===== src/rtl/muldiv_sequencer.sv =====
// Iterative multiply/divide sequencer owning the architectural HI/LO registers.
// Signed ops run on magnitudes; the sign is restored in a single fix-up cycle.
module muldiv_sequencer #(
    parameter int unsigned WIDTH = 32,
    parameter int unsigned STEPS = WIDTH
) (
    input  logic             clk,
    input  logic             reset,
    input  logic             start,
    input  logic [2:0]       op,
    input  logic [WIDTH-1:0] a,
    input  logic [WIDTH-1:0] b,
    output logic             busy,
    output logic             done,
    output logic [WIDTH-1:0] hi,
    output logic [WIDTH-1:0] lo
);

    localparam int unsigned CW = $clog2(STEPS + 1);
    localparam logic [CW-1:0] LastCnt = CW'(STEPS);

    typedef enum logic [1:0] {StIdle, StCalc, StSign} state_e;

    state_e             state;
    logic [CW-1:0]      cnt;
    logic [2*WIDTH-1:0] acc;
    logic [WIDTH-1:0]   opnd;
    logic               is_div;
    logic               neg_q;
    logic               neg_r;

    logic               is_signed_op;
    logic [WIDTH-1:0]   abs_a;
    logic [WIDTH-1:0]   abs_b;
    logic [WIDTH:0]     mul_sum;
    logic [WIDTH:0]     div_shift;
    logic [WIDTH:0]     div_trial;
    logic [2*WIDTH-1:0] acc_step;
    logic [2*WIDTH-1:0] prod;
    logic [WIDTH-1:0]   quo;
    logic [WIDTH-1:0]   rmd;

    always_comb begin
        is_signed_op = ~op[0];
        abs_a = (is_signed_op && a[WIDTH-1]) ? -a : a;
        abs_b = (is_signed_op && b[WIDTH-1]) ? -b : b;
    end

    // acc holds {upper product, multiplier} for multiply, {remainder, quotient} for divide.
    always_comb begin
        mul_sum   = {1'b0, acc[2*WIDTH-1:WIDTH]} + {1'b0, (acc[0] ? opnd : '0)};
        div_shift = {acc[2*WIDTH-1:WIDTH], acc[WIDTH-1]};
        div_trial = div_shift - {1'b0, opnd};
        if (is_div) begin
            if (!div_trial[WIDTH]) begin
                acc_step = {div_trial[WIDTH-1:0], acc[WIDTH-2:0], 1'b1};
            end else begin
                acc_step = {div_shift[WIDTH-1:0], acc[WIDTH-2:0], 1'b0};
            end
        end else begin
            acc_step = {mul_sum, acc[WIDTH-1:1]};
        end
    end

    always_comb begin
        prod = neg_q ? -acc : acc;
        quo  = neg_q ? -acc[WIDTH-1:0] : acc[WIDTH-1:0];
        rmd  = neg_r ? -acc[2*WIDTH-1:WIDTH] : acc[2*WIDTH-1:WIDTH];
    end

    always_ff @(posedge clk) begin
        if (reset) begin
            state  <= StIdle;
            cnt    <= '0;
            acc    <= '0;
            opnd   <= '0;
            is_div <= 1'b0;
            neg_q  <= 1'b0;
            neg_r  <= 1'b0;
            busy   <= 1'b0;
            done   <= 1'b0;
            hi     <= '0;
            lo     <= '0;
        end else begin
            done <= 1'b0;
            case (state)
                StIdle: begin
                    if (start) begin
                        if (!op[2]) begin
                            acc    <= {{WIDTH{1'b0}}, abs_a};
                            opnd   <= abs_b;
                            is_div <= op[1];
                            // Divide by zero keeps the all-ones quotient unsigned; the
                            // remainder negation then hands back the raw dividend.
                            neg_q  <= is_signed_op && (a[WIDTH-1] ^ b[WIDTH-1]) &&
                                      !(op[1] && (b == '0));
                            neg_r  <= is_signed_op && a[WIDTH-1];
                            cnt    <= '0;
                            busy   <= 1'b1;
                            state  <= StCalc;
                        end else if (op[1:0] == 2'b00) begin
                            hi <= a;
                        end else if (op[1:0] == 2'b01) begin
                            lo <= a;
                        end
                    end
                end
                StCalc: begin
                    if (cnt == LastCnt) begin
                        state <= StSign;
                    end else begin
                        acc <= acc_step;
                        cnt <= cnt + 1'b1;
                    end
                end
                StSign: begin
                    if (is_div) begin
                        hi <= rmd;
                        lo <= quo;
                    end else begin
                        hi <= prod[2*WIDTH-1:WIDTH];
                        lo <= prod[WIDTH-1:0];
                    end
                    busy  <= 1'b0;
                    done  <= 1'b1;
                    state <= StIdle;
                end
                default: state <= StIdle;
            endcase
        end
    end

endmodule

===== config.mk =====
export PLATFORM = sky130hd
export DESIGN_NAME = muldiv_sequencer
export DESIGN_NICKNAME = d
export VERILOG_FILES = /design/src/rtl/muldiv_sequencer.sv
export SDC_FILE = /design/constraint.sdc
export NUM_CORES = 1
export LEC_CHECK = 0
export BUFFER_PORTS_ARGS = -buffer_cell sky130_fd_sc_hd__buf_2
export CAP_MARGIN = 5
export CORE_MARGIN = 3
export CORE_UTILIZATION = 55
export DETAILED_ROUTE_END_ITERATION = 16
export HOLD_SLACK_MARGIN = 0.06
export PLACE_DENSITY_LB_ADDON = 0.2
export SYNTH_ARGS = -nofsm -noshare
export SYNTH_HDL_FRONTEND = slang
export SYNTH_SLANG_ARGS = --single-unit

===== constraint.sdc =====
create_clock -name clk -period 7.1 [get_ports clk]
set_input_delay 1.065 -clock clk [delete_from_list [all_inputs] [get_ports clk]]
set_output_delay 1.065 -clock clk [all_outputs]
set_load 0.01 [all_outputs]

==> run summary <==
initial antenna violation count: 0
Die X: 163 um
Clk network pwr share: 0.375
Slowest-stage cell, CP: buf_4
M3 GR Usage: 0.0489
via count: 13,900
number of flops mapped to enable cells by yosys: 0
syn avg cell area: 7.44 um2
CP top delay family: compound AO/OA/AOI/OAI gates
I/O pin total: 136
Hold EP: hi[6]
Crit Path Class: reg -> reg
Hold Startpoint: hi[6]
leakage power: 6.11 nW
P&R area growth vs syn: 10.3%
status: complete, no violations
# port buffers: 135
largest net degree at the start of global routing: 80
share of total power in sequential cells: 0.405
reg-to-reg endpoint: acc[56]
Tmin final: 4.03 ns
met2 usage: 0.470
worst hold margin: 0.453 ns
reg2reg setup slack: 3.07 ns
Logic pwr share: 0.221
met1 GRT Util: 0.452
Routed WL: 42,100 um
# rows: 56
Crit. End Element: register
vias in the first global route: 12,400
post-route ant nets: 0
Initial Util: 0.570
Mapped Area: 0.0136 mm2
Mapped Cells: 1,824
DR WL/cell: 19.0 um
sw frac: 0.337
setup TNS: 0 ns
largest cells by area after synthesis: dfxtp_1 (26%), a21oi_1 (6.6%), ha_1 (6.5%)
CTS-repair resized insts: 0
hold depth: 2
CTS H-tree lvls: 4
Yosys top cell area share: 0.255
Internal: 1.74 mW
worst rel slew slack: 0.250
Mapped Nets: 1,966
Worst Clk Skew: 0.0159 ns
Max clock buf depth: 2
Core ar.: 0.0238 mm2
DR pass1 iterations: 6
Critical Path AT: 4.37 ns
worst stage delay on the critical path: 0.58 ns
Final period util: 0.568
DR vias/cell: 6.26
RSZ-0062 raised after global routing: false
Reg2Reg Depth: 15
die area: 0.0266 mm2
DRC viols: 0
total number of yosys warnings: 0
crit-path max FO: 41
Die Span Y: 163 um
Worst Path Buf+Inv: 3
Final setup viols: 0
Final Slew Violations: 0
HPWL after DPL: 31,500 um
first-pass GRT wire length: 66,400 um
min-delay worst type: reg -> reg
routability congestion estimate: 0.935
Nets: 2,027
critical path, cell by cell: inv_1, ha_1, fa_1, nand2b_1, a21oi_1, or2_2, a221oi_1, buf_4, o311a_1, o21a_1, o311ai_4, buf_4, mux2i_1, nor2_1, a221o_1
post-synthesis sequential area ratio: 0.255
CP required: 7.44 ns
gr ovfl total: 0
Post-CTS Hold Buffers: 0
cell repeated most along the worst path: buf_4
first-iteration detailed-routing DRC count: 1,498
Fmax achieved: 248 MHz
CTS tree: done
switching power total: 0.887 mW
GRT Util Overall: 0.309
Worst Tran Pin Value: 1.12 ns
Post-CTS Setup Repair Bufs: 0
most used routing layer: met2
FF-to-FF Start: acc[31]
Synth cell types: 71
Synth Register Bits: 173
Max-Cap Viols: 0
Clock Latency Late Sink: 0.45 ns
TritonCTS buffer count: 17
clock-pin slew on the worst setup and hold paths: 0.08 ns
Synth top cells by count: nor2_1 (216), nand2_1 (183), a21oi_1 (179)
most frequent cell after synthesis: nor2_1
Post-synth top flop: dfxtp_1
asr flop ratio synth: 0
final hold vios: 0
VDD IR max: 0.000129 V
Antenna diodes: 0
share of cells above drive strength 1: 0.112
Synth area leader: dfxtp_1
Critical Path Source Type: register
Power Dens Cells: 176 mW/mm2
Clock Sinks: 173
fill count: 2,240
Root Buffer: clkbuf_16
## per-layer routing
metal / vias up / wire (um)
met2: 633 / 18100
li1: 6718 / -
met4: 0 / 1050
met3: 75 / 3600
met1: 6446 / 19400
met5: - / 0
## flip-flops by register name, summed over array words and instances, names as in the netlist
name	flops
acc	64
hi	32
lo	32
opnd	32
cnt	6
state	2
busy	1
done	1
is_div	1
neg_q	1
neg_r	1
## kinds of logic (layout without fill, tap and decap cells)
logic type / Yosys count / after routing / share of synthesized area
DFF: 173 / 173 / 0.255
AOI/OAI and AO/OA: 587 / 587 / 0.279
buffers and inverters: 177 / 251 / 0.0509
xor gates and xnor gates: 172 / 172 / 0.111
muxes: 52 / 52 / 0.0384
and+or+nand+nor: 591 / 591 / 0.198
adders and majority gates: 72 / 72 / 0.0675
## final cells by class
cell class,count,area [um2],area share
inverter,66,248,0.0165
tap,319,399,0.0267
timing repair buffer,153,813,0.0543
clock inverter,14,165,0.0110
multi-input combinational,1474,9440,0.631
sequential,173,3460,0.231
clock buffer,18,439,0.0293
## through the flow
stage          worst slack [ns]   util  power [mW]  instances  cell area [um2]
3_3_place_gp               3.09  0.603        1.64       2185            14400
6_report                   3.07  0.628        2.63       2217            15000
2_1_floorplan              3.63      -        1.47       1824            13600
3_5_place_dp               3.00  0.603        1.65       2185            14400
5_1_grt                    2.81  0.628        2.72       2217            15000
4_1_cts                    3.12  0.628        2.62       2217            15000
## cells in the final DEF (no fill, tap or decap), types with 13 or more instances in the layout
| cell type | instances |
|---|---|
| dfxtp_1 | 172 |
| xnor2_1 | 86 |
| a211oi_1 | 51 |
| o211ai_1 | 35 |
| or3_1 | 20 |
| nor4_1 | 13 |
| ha_1 | 70 |
| inv_1 | 66 |
| clkbuf_16 | 17 |
| a22oi_1 | 16 |
| o21ai_0 | 119 |
| a21oi_1 | 179 |
| o31ai_1 | 27 |
| nor2_1 | 213 |
| a21o_1 | 33 |
| buf_4 | 19 |
| buf_2 | 134 |
| nand2_1 | 183 |
| nor3_1 | 43 |
| a311oi_1 | 18 |
| mux2i_1 | 52 |
| a31oi_1 | 18 |
| xor2_1 | 86 |
| nand3_1 | 23 |
| nand2b_1 | 18 |
## worst max-delay path by stage
| stage | cells after the start | start | endpoint | slack [ns] |
|---|---|---|---|---|
| global placement | 11 | a[6] | acc[25] | 3.09 |
| global route | 14 | acc[0] | acc[56] | 2.81 |
| finish | 15 | acc[31] | acc[56] | 3.07 |
| CTS | 15 | acc[31] | acc[48] | 3.12 |
| detailed placement | 11 | a[6] | acc[25] | 3.00 |
| floorplan | 10 | b[4] | opnd[26] | 3.63 |
## worst register-to-register path, cell delays in order (launching register included)
cell and delay (ns):
dfxtp_1 0.37, inv_1 0.10, ha_1 0.28, fa_1 0.43, nand2b_1 0.19, a21oi_1 0.18, or2_2 0.20, a221oi_1 0.09
buf_4 0.18, o311a_1 0.34, o21a_1 0.21, o311ai_4 0.20, buf_4 0.58, mux2i_1 0.27, nor2_1 0.05, a221o_1 0.28
## power by group through the flow
stage | combinational [mW] | clock, mW | sequential [mW]
2_1_floorplan | 0.409 | 0 | 1.07
6_report | 0.580 | 0.985 | 1.06
3_3_place_gp | 0.557 | 0 | 1.08
4_1_cts | 0.570 | 0.985 | 1.06
5_1_grt | 0.633 | 1.02 | 1.07
3_5_place_dp | 0.565 | 0 | 1.08
Note: power is estimated with default switching activity, not from simulation.
